$ cat src/rtl/rr_mux_arbiter.sv
// Two-requester round-robin arbiter feeding a one-entry output register.
// Requester A and B compete for the register, and the loser of a contended grant is preferred next time.
module rr_mux_arbiter #(
    parameter int SIZE = 32
) (
    input  logic            clk,
    input  logic            reset,
    input  logic            a_valid,
    input  logic [SIZE-1:0] a_data,
    output logic            a_ready,
    input  logic            b_valid,
    input  logic [SIZE-1:0] b_data,
    output logic            b_ready,
    output logic            z_valid,
    output logic [SIZE-1:0] z,
    input  logic            z_ready,
    output logic            sel,
    output logic [15:0]     a_count,
    output logic [15:0]     b_count,
    output logic            dbg_state,
    output logic            dbg_prio
);

    // Handshake: a word moves across a port on a rising edge where that port's
    // valid and ready are both 1; ready never depends on the data lines.
    typedef enum logic {
        ST_EMPTY = 1'b0,
        ST_FULL  = 1'b1
    } state_t;

    state_t            r_state;
    state_t            w_state_next;
    logic              r_prio;
    logic              r_sel;
    logic [SIZE-1:0]   r_z;
    logic [15:0]       r_a_count;
    logic [15:0]       r_b_count;

    logic              w_can_load;
    logic              w_grant_a;
    logic              w_grant_b;
    logic              w_xfer_a;
    logic              w_xfer_b;
    logic              w_drain;

    // Contended grants go to the side named by prio.
    always_comb begin
        w_grant_a = a_valid && (!b_valid || !r_prio);
        w_grant_b = b_valid && (!a_valid ||  r_prio);
    end

    always_ff @(posedge clk) begin
        if (reset) begin
            r_state <= ST_EMPTY;
        end else begin
            r_state <= w_state_next;
        end
    end

    always_comb begin
        w_state_next = r_state;
        case (r_state)
            ST_EMPTY: begin
                if (w_xfer_a || w_xfer_b) begin
                    w_state_next = ST_FULL;
                end
            end
            ST_FULL: begin
                if (w_xfer_a || w_xfer_b) begin
                    w_state_next = ST_FULL;
                end else if (z_ready) begin
                    w_state_next = ST_EMPTY;
                end
            end
            default: w_state_next = ST_EMPTY;
        endcase
    end

    always_comb begin
        z_valid    = (r_state == ST_FULL);
        w_can_load = !z_valid || z_ready;
        a_ready    = !reset && w_can_load && w_grant_a;
        b_ready    = !reset && w_can_load && w_grant_b;
        w_xfer_a   = a_valid && a_ready;
        w_xfer_b   = b_valid && b_ready;
        w_drain    = z_valid && z_ready && !reset;
    end

    // Output word and source; both hold their last value after a drain.
    always_ff @(posedge clk) begin
        if (reset) begin
            r_z   <= '0;
            r_sel <= 1'b0;
        end else if (w_xfer_a) begin
            r_z   <= a_data;
            r_sel <= 1'b0;
        end else if (w_xfer_b) begin
            r_z   <= b_data;
            r_sel <= 1'b1;
        end
    end

    always_ff @(posedge clk) begin
        if (reset) begin
            r_prio <= 1'b0;
        end else if (w_xfer_a) begin
            r_prio <= 1'b1;
        end else if (w_xfer_b) begin
            r_prio <= 1'b0;
        end
    end

    always_ff @(posedge clk) begin
        if (reset) begin
            r_a_count <= 16'h0000;
            r_b_count <= 16'h0000;
        end else begin
            if (w_xfer_a) begin
                r_a_count <= r_a_count + 16'h0001;
            end
            if (w_xfer_b) begin
                r_b_count <= r_b_count + 16'h0001;
            end
        end
    end

    assign z         = r_z;
    assign sel       = r_sel;
    assign a_count   = r_a_count;
    assign b_count   = r_b_count;
    assign dbg_state = r_state;
    assign dbg_prio  = r_prio;

    logic w_unused;
    assign w_unused = w_drain;

endmodule

$ cat config.mk
export PLATFORM = sky130hd
export DESIGN_NAME = rr_mux_arbiter
export DESIGN_NICKNAME = d
export VERILOG_FILES = /design/src/rtl/rr_mux_arbiter.sv
export SDC_FILE = /design/constraint.sdc
export NUM_CORES = 1
export LEC_CHECK = 0
export CORE_ASPECT_RATIO = 0.7
export CORE_MARGIN = 2
export CORE_UTILIZATION = 35
export CTS_CLUSTER_SIZE = 24
export DETAILED_ROUTE_END_ITERATION = 8
export PLACE_DENSITY = 0.7
export SLEW_MARGIN = 20
export SYNTH_ARGS = -nofsm -noshare
export SYNTH_HDL_FRONTEND = slang
export SYNTH_SLANG_ARGS = --single-unit
$ cat constraint.sdc
create_clock -name clk -period 2.6 [get_ports clk]
set_input_delay 0.39 -clock clk [delete_from_list [all_inputs] [get_ports clk]]
set_output_delay 0.39 -clock clk [all_outputs]
set_load 0.02 [all_outputs]
==> metrics.cfg, run 1 <==
[run_status]
status=finished clean

[cts]
cts_resized=1
ctsHoldBuffers=0
path_clk_slew_ps=50
clock_latency_ps=330
cts-root-buf=clkbuf_16
cts_tree=yes
clock-sinks=67
clockBufferDepth=2
cts-htree-levels=3
cts_inserted_buffers=9
cts_setup_buffers=0

[sta]
skew_ps=4.73
period_share_pct=91.4
slew_headroom_pct=58.2
worst_pin_slew_ps=627
setup_violations=0
maxSlewViolCount=0
hold_viol_final=0
whs_ps=325
rsz0062_at_grt=false
clock.fmax_ghz=0.421
setup_slack_ps=224
final.min_clock_period_ps=2380

[min_path]
hold_path_class=primary input to register

[detailed_routing]
first_iter_violations=291
drc_errors=0
first_pass_iters=5
final_antenna_net_count=0
vias=3290
post_drt_wl_per_cell_um=14.4
routed_wl_mm=8.99
routed_via_density=5.26

[yosys]
synth_xor_area_share_pct=0.868
synth-simple-area-share_pct=27.8
yosys-mux-area-fraction_pct=1.07
synth-edff-count=0
synth_compound_area_share_pct=20.0
yosysMostFrequentCell=nand2_1
synthTopCellsByCount=76 x nand2_1, 67 x dfxtp_1, 39 x nor2_1
synth_ff_type=dfxtp_1
yosysTopAreaCellShare_pct=44.3
syn_area_per_cell_um2=8.07
synth_cells=375
yosys.area.top_type=dfxtp_1
ys_seq_area_share_pct=44.3
ys_ff_latch=67
yosysUniqueCellTypes=38
ys_async_sr_fraction_pct=0
netlist_area_um2=3030
synth_top_family_by_area=simple AND/OR/NAND/NOR gates
synth_fa_ha_area_share_pct=0.826
synth.net_count=446
ys_warn_count=0
yosys-top-cells-area=dfxtp_1 44%, nand2_1 9.4%, a311oi_1 9.3%

[floorplanning]
dieWidth_um=115
core_area_um2=8440
num_rows=28
ioPinCount=139
die-area_um2=9420
die_h_um=81.8
start_util_pct=35.9

[grt]
grt_max_degree=68
grt_pass1_vias=2924
grt_pass1_wl_mm=14.0
grt_remaining_overflow=0
antenna_found_initial=0
track_usage_pct=19.2

[pwr]
seq_power_share_pct=42.4
fin_total_pwr_mw=2.62
ir_drop_uv=294
intPower_mw=1.98
net-switching-power_mw=0.636
power.clock.fraction_pct=41.1
combinationalPowerShare_pct=16.5
leakage_nw=1.62
sw_frac_of_total_pct=24.3
powerDensity_nw_per_um2=550

[placement]
post-place-ws_ps=-26.2
placedCellCount=613
numPortBuffers=138
gp_congestion=0.768
dp_hpwl_mm=6.19

[cells_and_area]
drive_gt1_share_pct=6.14
final_cells=625
fillers=785
syn2layout_area_growth_pct=57.3
regArea_um2=1340
nets=575
multiInputGateArea_um2=1530
n_antenna_cell=0

[run]
cap_violations=0

[worst_setup_path]
cp.arrival_ps=1990
path_delay_family=buffers and inverters
critPathRequiredTime_ps=2210
startpoint_type=primary input
crit_chain=clkdlybuf4s50_1, buf_4, or2b_1, nand4_1, inv_1, clkdlybuf4s50_1
critPathSlowestCell=clkdlybuf4s50_1
cp-end-kind=primary output
critPathKind=primary input to primary output
crit_buf_inv=4
path_max_fanout=3
crit_top_cell=clkdlybuf4s50_1
critPathMaxStageDelay_ps=620

==> sequential cells by signal, indices dropped and copies added (netlist names) <==
name and flops:
b_count 16, a_count 16, z 32, sel 1, dbg_state 1, dbg_prio 1
==> cell families (layout without fill, tap and decap cells) <==
group	after synthesis	in the layout
buffers and inverters	38	168
multiplexers	3	3
adder cells (fa/ha/maj)	2	2
AND/OR/NAND/NOR	178	178
flip-flops	67	67
XOR/XNOR	3	3
AO/OA/AOI/OAI	84	84
==> cell type report <==
class | count | area share (%)
inverters | 7 | 0.552
clock buffers | 12 | 5.39
well taps | 120 | 3.15
flip-flops and latches | 67 | 28.2
repair buffers | 149 | 30.6
multi-input cells | 270 | 32.1
==> stage by stage <==
step / cell area [um^2] / TNS, ps / utilization [%]
after CTS: 4760 / 0 / 56.4
after global routing: 4760 / 0 / 56.4
after global placement: 4510 / -29.6 / 53.4
after floorplan: 3030 / 0 / -
final: 4760 / 0 / 56.4
after detailed placement: 4510 / -26.2 / 53.4
==> power by group through the flow <==
stage | sequential, mW | clock, mW | combinational (mW)
6_report | 1.11 | 1.08 | 0.432
5_1_grt | 1.12 | 1.16 | 0.467
3_3_place_gp | 1.13 | 0 | 0.432
2_1_floorplan | 1.19 | 0 | 0.128
4_1_cts | 1.11 | 1.11 | 0.437
3_5_place_dp | 1.13 | 0 | 0.436
==> final timing paths <==
path	startpoint	slack, ps	to	cells after the start
max	a_valid	220	b_ready	6
min reg2reg	z[2]	470	z[2]	2
min	reset	330	a_count[5]	2
max reg2reg	a_count[0]	630	a_count[14]	5
==> routing by layer <==
metal | vias to the layer above | global-route usage (%) | part of all wire, %
li1 | 1623 | - | -
met1 | 1533 | 25.1 | 45
met2 | 123 | 29.3 | 45
met3 | 11 | 6.72 | 8.9
met4 | 0 | 7.23 | 0.91
met5 | - | 0 | 0
==> cell usage in the layout (no fill, tap or decap), types with 7 or more instances in the layout <==
cell	netlist	routed
nor2_1	39	39
clkbuf_16	0	9
nand3_1	13	13
nand2_1	76	76
buf_4	1	11
nand4_1	11	11
a311oi_1	32	32
clkdlybuf4s50_1	0	136
or3_1	11	10
or4_1	8	8
o21ai_0	13	13
o31ai_1	7	7
dfxtp_1	67	67
a21oi_1	20	20
No activity file was read; power rests on OpenSTA's default activity.
==> inputs of run 2 (changes only) <==
Settings changed: CORE_UTILIZATION 35 to 40, PLACE_DENSITY 0.7 to 0.78.
==> metrics.cfg, run 2 (synthesis results as in run 1) <==
[sta]
slew_headroom_pct=56.0
rsz0062_at_grt=false
clock.fmax_ghz=0.411
whs_ps=468
skew_ps=7.40
setup_slack_ps=168
maxSlewViolCount=0
final.min_clock_period_ps=2430
setup_violations=0
worst_pin_slew_ps=660
hold_viol_final=0
period_share_pct=93.6

[detailed_routing]
post_drt_wl_per_cell_um=15.1
routed_via_density=5.35
routed_wl_mm=9.17
vias=3249
final_antenna_net_count=0
first_pass_iters=5
first_iter_violations=176
drc_errors=0

[run]
cap_violations=0

[cells_and_area]
largest_reg_flops=32
final_cell_mix=136 x clkdlybuf4s50_1, 76 x nand2_1, 67 x dfxtp_1, 39 x nor2_1, 32 x a311oi_1
n_antenna_cell=0
syn2layout_area_growth_pct=53.7
mostFrequentLayoutCell=clkdlybuf4s50_1
nets=576
drive_gt1_share_pct=7.07

[floorplanning]
dieWidth_um=108
num_rows=26
start_util_pct=41.4
ioPinCount=139
die-area_um2=8290
die_h_um=76.8
core_area_um2=7320

[cts]
cts-root-buf=clkbuf_8
clock-sinks=67
clock_latency_ps=340
clockBufferDepth=2
cts_tree=yes
path_clk_slew_ps=70
cts_inserted_buffers=9
cts-htree-levels=3

[worst_setup_path]
crit_top_cell=clkdlybuf4s50_1
critPathSlowestCell=clkdlybuf4s50_1
critPathKind=primary input to primary output
critPathRequiredTime_ps=2210
path_max_fanout=3
cp-end-kind=primary output
crit_chain=clkdlybuf4s50_1, buf_4, or2b_1, nand4_1, inv_1, clkdlybuf4s50_1
cp.arrival_ps=2040
startpoint_type=primary input
critPathMaxStageDelay_ps=630

[placement]
numPortBuffers=138
gp_congestion=0.780
dp_hpwl_mm=6.44
post-place-ws_ps=-40.2

[grt]
antenna_found_initial=0
track_usage_pct=22.8
grt_pass1_wl_mm=15.2
grt_remaining_overflow=0
grt_max_degree=68
grt_pass1_vias=3069

[pwr]
leakage_nw=1.58
powerDensity_nw_per_um2=495
ir_drop_uv=230

[run_status]
status=finished clean

[min_path]
hold_path_class=primary input to register

-- run 2: cell types whose count changed in the layout (fill, tap and decap cells not counted) --
cell	delta
clkbuf_16	-9
clkbuf_8	+8
clkinv_2	+3
clkinvlp_4	+2
buf_4	+1
clkbuf_1	-1
-- run 2: layer usage --
| metal | up-vias | GRT usage (%) | part of all wire (%) |
|---|---|---|---|
| met2 | 110 | 36.6 | 47 |
| met3 | 15 | 6.21 | 6.5 |
| met1 | 1495 | 29.3 | 45 |
| li1 | 1629 | - | - |
| met4 | 0 | 8.46 | 2.0 |
| met5 | - | 0 | 0 |
-- run 2: report_power, final --
part           internal, mW  total (mW)  switching [mW]
clock                 0.361       0.761           0.400
sequential             1.08        1.11          0.0319
combinational         0.230       0.434           0.204
total                  1.67        2.30           0.636
-- run 2: worst paths after layout --
| path | from | end | slack [ps] | cells past startpoint |
|---|---|---|---|---|
| worst max register to register | a_count[0] | a_count[14] | 570 | 5 |
| worst max-delay path | a_valid | b_ready | 170 | 6 |
| worst min-delay path | reset | a_count[1] | 470 | 4 |
| worst min register to register | z[9] | z[9] | 480 | 2 |
-- run 2: cell type report --
type / instances / area, um^2
Fill cell: 670 / 2670
Multi-Input combinational cell: 270 / 1530
Timing Repair Buffer: 150 / 1470
Sequential cell: 67 / 1340
Clock buffer: 10 / 138
Tap cell: 98 / 123
Clock inverter: 5 / 30.0
Inverter: 7 / 26.3
-- run 2: repair_timing --
action,CTS,global route
resized for setup,1,0
setup buffers,0,0
hold buffers,0,0
endpoints found under the setup margin,1,0
-- run 2: worst max-delay path, delay by kind of cell --
kind / cells / cell delay (ps)
buffers and inverters: 4 / 1340
AND/OR/NAND/NOR: 2 / 320
-- run 2: through the flow --
stage / setup TNS (ps) / instance area [um^2] / cells / total power [mW] / util, %
after detailed placement: -40.2 / 4490 / 592 / 1.57 / 61.3
after CTS: 0 / 4650 / 607 / 2.33 / 63.6
after floorplan: 0 / 3030 / 375 / 1.32 / -
after global placement: -33.3 / 4490 / 592 / 1.56 / 61.3
after global routing: 0 / 4650 / 607 / 2.41 / 63.6
final: 0 / 4650 / 607 / 2.30 / 63.6
==> inputs of run 3 (changes only) <==
Clock period 2.6 ns to 2.3 ns, I/O delays scaled along.
==> metrics.cfg, run 3 (synthesis results as in run 1) <==
[run_status]
status=finished clean

[cells_and_area]
final_cell_area_um2=4740
regArea_um2=1340
multiInputGateArea_um2=1530
syn2layout_area_growth_pct=56.5
nets=577
n_antenna_cell=0
drive_gt1_share_pct=7.63
final_cell_mix=135 x clkdlybuf4s50_1, 76 x nand2_1, 67 x dfxtp_1, 39 x nor2_1, 32 x a311oi_1
largest_reg_flops=32
fillers=617
mostFrequentLayoutCell=clkdlybuf4s50_1

[cts]
clockBufferDepth=2
cts_inserted_buffers=9
cts_setup_buffers=0
path_clk_slew_ps=80
cts-htree-levels=3
cts-root-buf=clkbuf_8
clock_latency_ps=340
cts_tree=yes
ctsHoldBuffers=0
clock-sinks=67

[min_path]
hold_path_class=primary input to register

[detailed_routing]
final_antenna_net_count=0
first_pass_iters=4
routed_wl_mm=9.37
post_drt_wl_per_cell_um=15.4
routed_via_density=5.47
first_iter_violations=177
vias=3331
drc_errors=0

[sta]
whs_ps=402
skew_ps=9.23
slew_headroom_pct=57.0
setup_slack_ps=153
final.min_clock_period_ps=2150
period_share_pct=93.4
rsz0062_at_grt=false
clock.fmax_ghz=0.466
maxSlewViolCount=0
worst_pin_slew_ps=644
setup_violations=0
hold_viol_final=0
fin_setup_tns_ps=0

[grt]
grt_remaining_overflow=0
grt_max_degree=68
grt_pass1_wl_mm=15.1
track_usage_pct=22.7
antenna_found_initial=0
grt_pass1_vias=3110

[worst_setup_path]
startpoint_type=primary input
r2r-end=a_count[5]
r2r_cells=6
crit_end=a_ready
critPathRequiredTime_ps=1960
crit_start=a_valid
cp-end-kind=primary output
timing.rr.start=dbg_prio
critPathKind=primary input to primary output
cp.arrival_ps=1800
path_max_fanout=3
r2r_slack_ps=340

[floorplanning]
core_area_um2=7320
start_util_pct=41.4
die-area_um2=8290
num_rows=26
dieWidth_um=108
die_h_um=76.8
ioPinCount=139

[placement]
gp_congestion=0.809
post-place-ws_ps=-284
numPortBuffers=138
dp_hpwl_mm=6.56
dpl_cell_area_um2=4490

[pwr]
ir_drop_uv=517
fin_total_pwr_mw=2.97
leakage_nw=1.63
powerDensity_nw_per_um2=627

[run]
cap_violations=0

## run 3: changes by cell type in the layout (fill, tap and decap cells not counted)
cell             previous run  this run
buf_4                      12        13
bufinv_16                   0         3
clkbuf_2                    0         1
clkdlybuf4s50_1           136       135
clkinv_2                    3         1
clkinv_4                    0         2
clkinvlp_4                  2         0
## run 3: critical path: stages
cell	delay (ps)
clkdlybuf4s50_1	500
a21bo_2	240
or3_2	440
inv_1	110
clkbuf_2	170
## run 3: what timing repair did
| action | in CTS | in global routing |
|---|---|---|
| pin swaps | 0 | 0 |
| endpoints found under the setup margin | 2 | 1 |
| gates resized for setup | 3 | 1 |
## run 3: worst min path at each step
| stage | from | endpoint | depth (start not counted) | slack [ps] |
|---|---|---|---|---|
| after floorplan | b_data[0] | z[0] | 2 | 510 |
| after global placement | z[4] | z[4] | 2 | 460 |
| after detailed placement | z[10] | z[10] | 2 | 470 |
| after CTS | reset | a_count[1] | 4 | 390 |
| after global routing | reset | a_count[1] | 4 | 420 |
| final | reset | a_count[1] | 4 | 400 |
## run 3: area by class of cell
cell class	count	area share, %
multi-input cells	270	32.3
clock inverters	6	2.38
repair buffers	151	31.0
flip-flops and latches	67	28.3
well taps	98	2.59
inverters	7	0.555
clock buffers	10	2.90
## run 3: report_power, final
part,switching (mW),internal [mW]
Sequential,0.0364,1.22
Combinational,0.235,0.259
Clock,0.473,0.752
## run 3: metal layers
| metal | GRT usage [%] | up-vias | part of all wire [%] |
|---|---|---|---|
| met3 | 6.89 | 23 | 7.1 |
| li1 | - | 1627 | - |
| met1 | 28.6 | 1552 | 43 |
| met4 | 8.08 | 0 | 2.4 |
| met2 | 36.7 | 129 | 47 |
| met5 | 0 | - | 0 |
## run 3: per-stage QoR
stage          cells  util [%]
6_report         609      64.7
5_1_grt          609      64.7
4_1_cts          609      64.8
3_5_place_dp     593      61.4
3_3_place_gp     593      61.4
2_1_floorplan    375         -
==> variant 1, RTL diff (settings of run 3) <==
`SIZE`: 32 -> 16.
--- a/src/rtl/rr_mux_arbiter.sv
+++ b/src/rtl/rr_mux_arbiter.sv
@@ -1,7 +1,7 @@
 // Two-requester round-robin arbiter feeding a one-entry output register.
 // Requester A and B compete for the register, and the loser of a contended grant is preferred next time.
 module rr_mux_arbiter #(
-    parameter int SIZE = 32
+    parameter int SIZE = 16
 ) (
     input  logic            clk,
     input  logic            reset,
Interface: changed (resized a_data, b_data and z); port bits go from 139 to 91. No check against the original RTL was run, so the function may have changed too.
==> variant 1 against run 3 <==
Core utilization is 3.9 points lower. Clock skew is 6.4 ps lower. Power is 37% lower. Routed wire length is 35% lower. Die area is 22% lower. Area after synthesis is 23% lower. Synthesized cell count is 25% lower. Design area is 27% lower. Sequential cell count is 16 lower. Worst setup slack worse by 20 ps. Global-route usage is 3.5 points lower. Largest cell class unchanged.
==> variant 1: results (changes against run 3) <==
** Placed design
- The number of cells after detailed placement is 439 (was 593).
- The port buffer count was 90 (was 138).
- Last weighted congestion value of the routability-driven placer :: 0.781 (was 0.809)
- Worst slack at placement :: 33.2 ps (was -284 ps)

** Detailed routing
- The met3 wirelength from detailed routing came to 334 µm (was 666 µm).
- Initial detailed-routing violation count :: 80 (was 177)

** Yosys
- Synthesized Nets :: 319 (was 446)
- Commonest cells in the synthesized netlist :: 51 x sky130_fd_sc_hd__dfxtp_1, 49 x sky130_fd_sc_hd__nand2_1, 26 x sky130_fd_sc_hd__nor2_1 (was 76 x sky130_fd_sc_hd__nand2_1, 67 x sky130_fd_sc_hd__dfxtp_1, 39 x sky130_fd_sc_hd__nor2_1)

** Global route
- The global routing met3 resource utilization was 4.58% (was 6.89%).
- Total global routing track utilization :: 19.2% (was 22.7%)
- The wire length of the first global-routing pass is 9840 µm (was 15100 µm).

** Worst setup path
- Worst endpoint data arrival time :: 1820 ps (was 1800 ps)
- Largest incremental delay on the critical path :: 610 ps (was 500 ps)
- Maximum fanout along the worst path :: 2 (was 3)

** Clock tree
- The number of clock buffers inserted by TritonCTS is 5 (was 9).
- The number of levels the H-tree was split into is 2 (was 3).
- The number of sinks on the clock net came to 51 (was 67).

** Finish
- The area used by sequential logic in the layout came to 1020 µm² (was 1340 µm²).
- The multi-input combinational cell count came to 201 (was 270).
- Clock Buffer Count :: 6 (was 10)
- Net count of the finished layout :: 410 (was 577)
- Non-CTS buffers :: 105 (was 151)
- The clock-cell share of area came to 3.41% (was 5.28%).

** Run status
- Run status: finished, final reports clean (unchanged).

** Power
- Sequential share of power :: 50.1% (was 42.2%)
- The net switching power of the design is 446 µW (was 744 µW).
- Cell Pwr Density :: 542 nW/µm² (was 627 nW/µm²)

** STA
- Actual transition at the worst max-transition pin :: 454 ps (was 644 ps)
==> variant 1: changes by cell type in the layout (fill, tap and decap cells not counted), moves of 5 or more <==
cell,change
sky130_fd_sc_hd__a311oi_1,-16
sky130_fd_sc_hd__clkdlybuf4s50_1,-47
sky130_fd_sc_hd__dfxtp_1,-16
sky130_fd_sc_hd__nand2_1,-27
sky130_fd_sc_hd__nor2_1,-13
sky130_fd_sc_hd__o21ai_0,-5
==> variant 1: kinds of logic after synthesis <==
logic type | synth area share, %
adders and majority gates | 1.08
buffers and inverters | 5.07
and+or+nand+nor | 27.1
DFF | 44.0
muxes | 1.89
AOI/OAI and AO/OA | 18.9
xor gates and xnor gates | 1.89
==> variant 1: path summary, 6_finish.rpt <==
kind,from,slack [ps],cells after the start,endpoint
max,a_valid,130,6,b_ready
min,reset,300,2,b_count[2]
max reg2reg,a_count[3],290,4,a_count[15]
min reg2reg,z[9],480,2,z[9]
==> variant 2, RTL diff (config.mk and constraints of run 3) <==
Made on the original files. Reset style: asynchronous (`reset`), changed in 4 clocked blocks.
--- a/src/rtl/rr_mux_arbiter.sv
+++ b/src/rtl/rr_mux_arbiter.sv
@@ -49,7 +49,7 @@
         w_grant_b = b_valid && (!a_valid ||  r_prio);
     end
 
-    always_ff @(posedge clk) begin
+    always_ff @(posedge clk or posedge reset) begin
         if (reset) begin
             r_state <= ST_EMPTY;
         end else begin
@@ -87,7 +87,7 @@
     end
 
     // Output word and source; both hold their last value after a drain.
-    always_ff @(posedge clk) begin
+    always_ff @(posedge clk or posedge reset) begin
         if (reset) begin
             r_z   <= '0;
             r_sel <= 1'b0;
@@ -100,7 +100,7 @@
         end
     end
 
-    always_ff @(posedge clk) begin
+    always_ff @(posedge clk or posedge reset) begin
         if (reset) begin
             r_prio <= 1'b0;
         end else if (w_xfer_a) begin
@@ -110,7 +110,7 @@
         end
     end
 
-    always_ff @(posedge clk) begin
+    always_ff @(posedge clk or posedge reset) begin
         if (reset) begin
             r_a_count <= 16'h0000;
             r_b_count <= 16'h0000;
Formal check against the unedited RTL: differs if reset is asserted again (counterexample within 4 cycles, from zero or initial values and one cycle with reset high); with reset held inactive, the same outputs for 10 cycles.
==> variant 2 against run 3 <==
Area after synthesis fell by 2.6%. Routed wire length decreased by 13%. Design area is 1.0% lower. Via count down 18%. Sequential cell count did not move. Sequential share of layout area increased by 7.4 points. Worst setup slack got worse by 15 ps. Critical endpoint is now b_ready.
Power is not compared: it rests on default switching activity, and its combinational part moved more than twofold at a synthesized area within 25%.
==> variant 2: results (changes against run 3) <==
** Yosys
- Synthesis warning total :: 0 (unchanged)
- Share of synthesized area occupied by flip-flops and latches :: 56.9% (was 44.3%)
- Count of different cell masters after synthesis :: 26 (was 38)
- The fraction of synthesis flops using an asynchronous set or reset pin is 100% (was 0%).
- Synthesized Nets :: 367 (was 446)
- The gate count of the mapped netlist is 296 (was 375).
- Commonest cells in the synthesized netlist: 67 x sky130_fd_sc_hd__dfrtp_1, 64 x sky130_fd_sc_hd__nand2_1, 32 x sky130_fd_sc_hd__a21oi_1 (was 76 x sky130_fd_sc_hd__nand2_1, 67 x sky130_fd_sc_hd__dfxtp_1, 39 x sky130_fd_sc_hd__nor2_1).
- Cell types occupying the most area after synthesis :: sky130_fd_sc_hd__dfrtp_1 57%, sky130_fd_sc_hd__nand2_1 8.1%, sky130_fd_sc_hd__xnor2_1 7.4%, sky130_fd_sc_hd__a21oi_1 5.4%, sky130_fd_sc_hd__a22oi_1 4.1% (was sky130_fd_sc_hd__dfxtp_1 44%, sky130_fd_sc_hd__nand2_1 9.4%, sky130_fd_sc_hd__a311oi_1 9.3%, sky130_fd_sc_hd__nor2_1 4.8%, sky130_fd_sc_hd__a21oi_1 3.3%)

** STA
- Final Cycle Share :: 94.0% (was 93.4%)
- The tightest hold margin was 466 ps (was 402 ps).
- The worst slew slack as a fraction of its limit is 66.6% (was 57.0%).
- Final setup skew :: 7.24 ps (was 9.23 ps)

** Worst setup path
- The setup slack of the worst register-to-register path is 280 ps (was 340 ps).
- The largest driver fanout on the critical path is 2 (was 3).
- Worst endpoint data arrival time :: 1820 ps (was 1800 ps)

** Finish
- The number of flip-flops in the largest register is 32 (unchanged).
- The antenna diode count is 0 (unchanged).
- The post-layout net count was 513 (was 577).
- The fraction of layout instances using a drive strength above 1 was 6.71% (was 7.63%).
- Post-layout instance count excluding filler cells :: 545 (was 609)

** Detailed routing
- Final WL :: 8180 µm (was 9370 µm)
- Number of vias in the routed layout :: 2718 (was 3331)
- Initial detailed-routing violation count :: 112 (was 177)

** Global route
- The largest net degree at the start of global routing came to 41 (was 68).
- Via count of the first global-routing pass :: 2542 (was 3110)
- Total global routing track utilization :: 19.9% (was 22.7%)
- First-pass GRT wire length :: 12400 µm (was 15100 µm)

** Run status
- Run status :: finished, final reports clean (unchanged)

** Placed design
- Last weighted congestion value of the routability-driven placer :: 0.770 (was 0.809)
- Total cell area at the placement stage :: 4480 µm² (was 4490 µm²)
- HPWL Detailed :: 5840 µm (was 6560 µm)
- Worst slack at placement :: -138 ps (was -284 ps)
- The number of cells after detailed placement is 529 (was 593).

** Clock tree
- H-Tree Depth :: 3 (unchanged)
- Clock latency of the later-clocked register in the worst-skew pair :: roughly 330 ps
- Clk slew on worst S/H paths :: 70 ps

** Hold path
- The worst min-delay path class was reg2reg (was in2reg).
[variant 2: logic make-up after synthesis]
kind of cell	count (synthesis)	synth area share [%]
xor gates and xnor gates	30	8.91
AOI/OAI and AO/OA	50	10.0
buffers and inverters	20	3.31
adders and majority gates	2	0.849
DFF	67	56.9
and+or+nand+nor	127	20.0
[variant 2: power groups by stage]
stage	clock, mW	sequential, mW	combinational, mW
after global placement	0	1.62	1.36
after detailed placement	0	1.64	1.38
final	1.04	1.61	1.37
after global routing	1.12	1.65	1.47
after floorplan	0	1.89	0.360
after CTS	1.07	1.61	1.39
[variant 2: path summary, 6_finish.rpt]
check,start,endpoint,depth (start not counted)
hold / removal,z[25],z[25],2
min in group asynchronous,reset,b_count[0],3
max in group asynchronous,reset,z[11],3
hold reg to reg,z[25],z[25],2
setup / recovery,z_ready,b_ready,5
setup reg to reg,dbg_state,b_count[14],6
[variant 2: worst max-delay path, cell delays in order]
cell and delay, ps:
sky130_fd_sc_hd__clkdlybuf4s50_1 490, sky130_fd_sc_hd__nor2b_1 60, sky130_fd_sc_hd__or4b_4 530, sky130_fd_sc_hd__inv_2 70, sky130_fd_sc_hd__dlygate4sd2_1 320
[variant 2: cell type report]
type                       count  area [µm²]
sequential                    67        1680
clock inverter                 5        77.6
inverter                       5        22.5
multi-input combinational    209        1180
fill                         624        2530
tap                           98         123
clock buffer                  11         131
timing repair buffer         150        1480
[variant 2: per-layer routing]
| metal | routed length (µm) | part of all wire, % | track usage, % |
|---|---|---|---|
| met5 | 0 | 0 | 0 |
| met4 | 8 | 0.098 | 3.90 |
| met3 | 614 | 7.5 | 6.93 |
| met2 | 3810 | 47 | 32.1 |
| met1 | 3750 | 46 | 26.6 |
[variant 2: timing repair]
action,CTS,global route
endpoints found under the setup margin,2,0
gates resized for setup,2,0
hold buffers,0,0
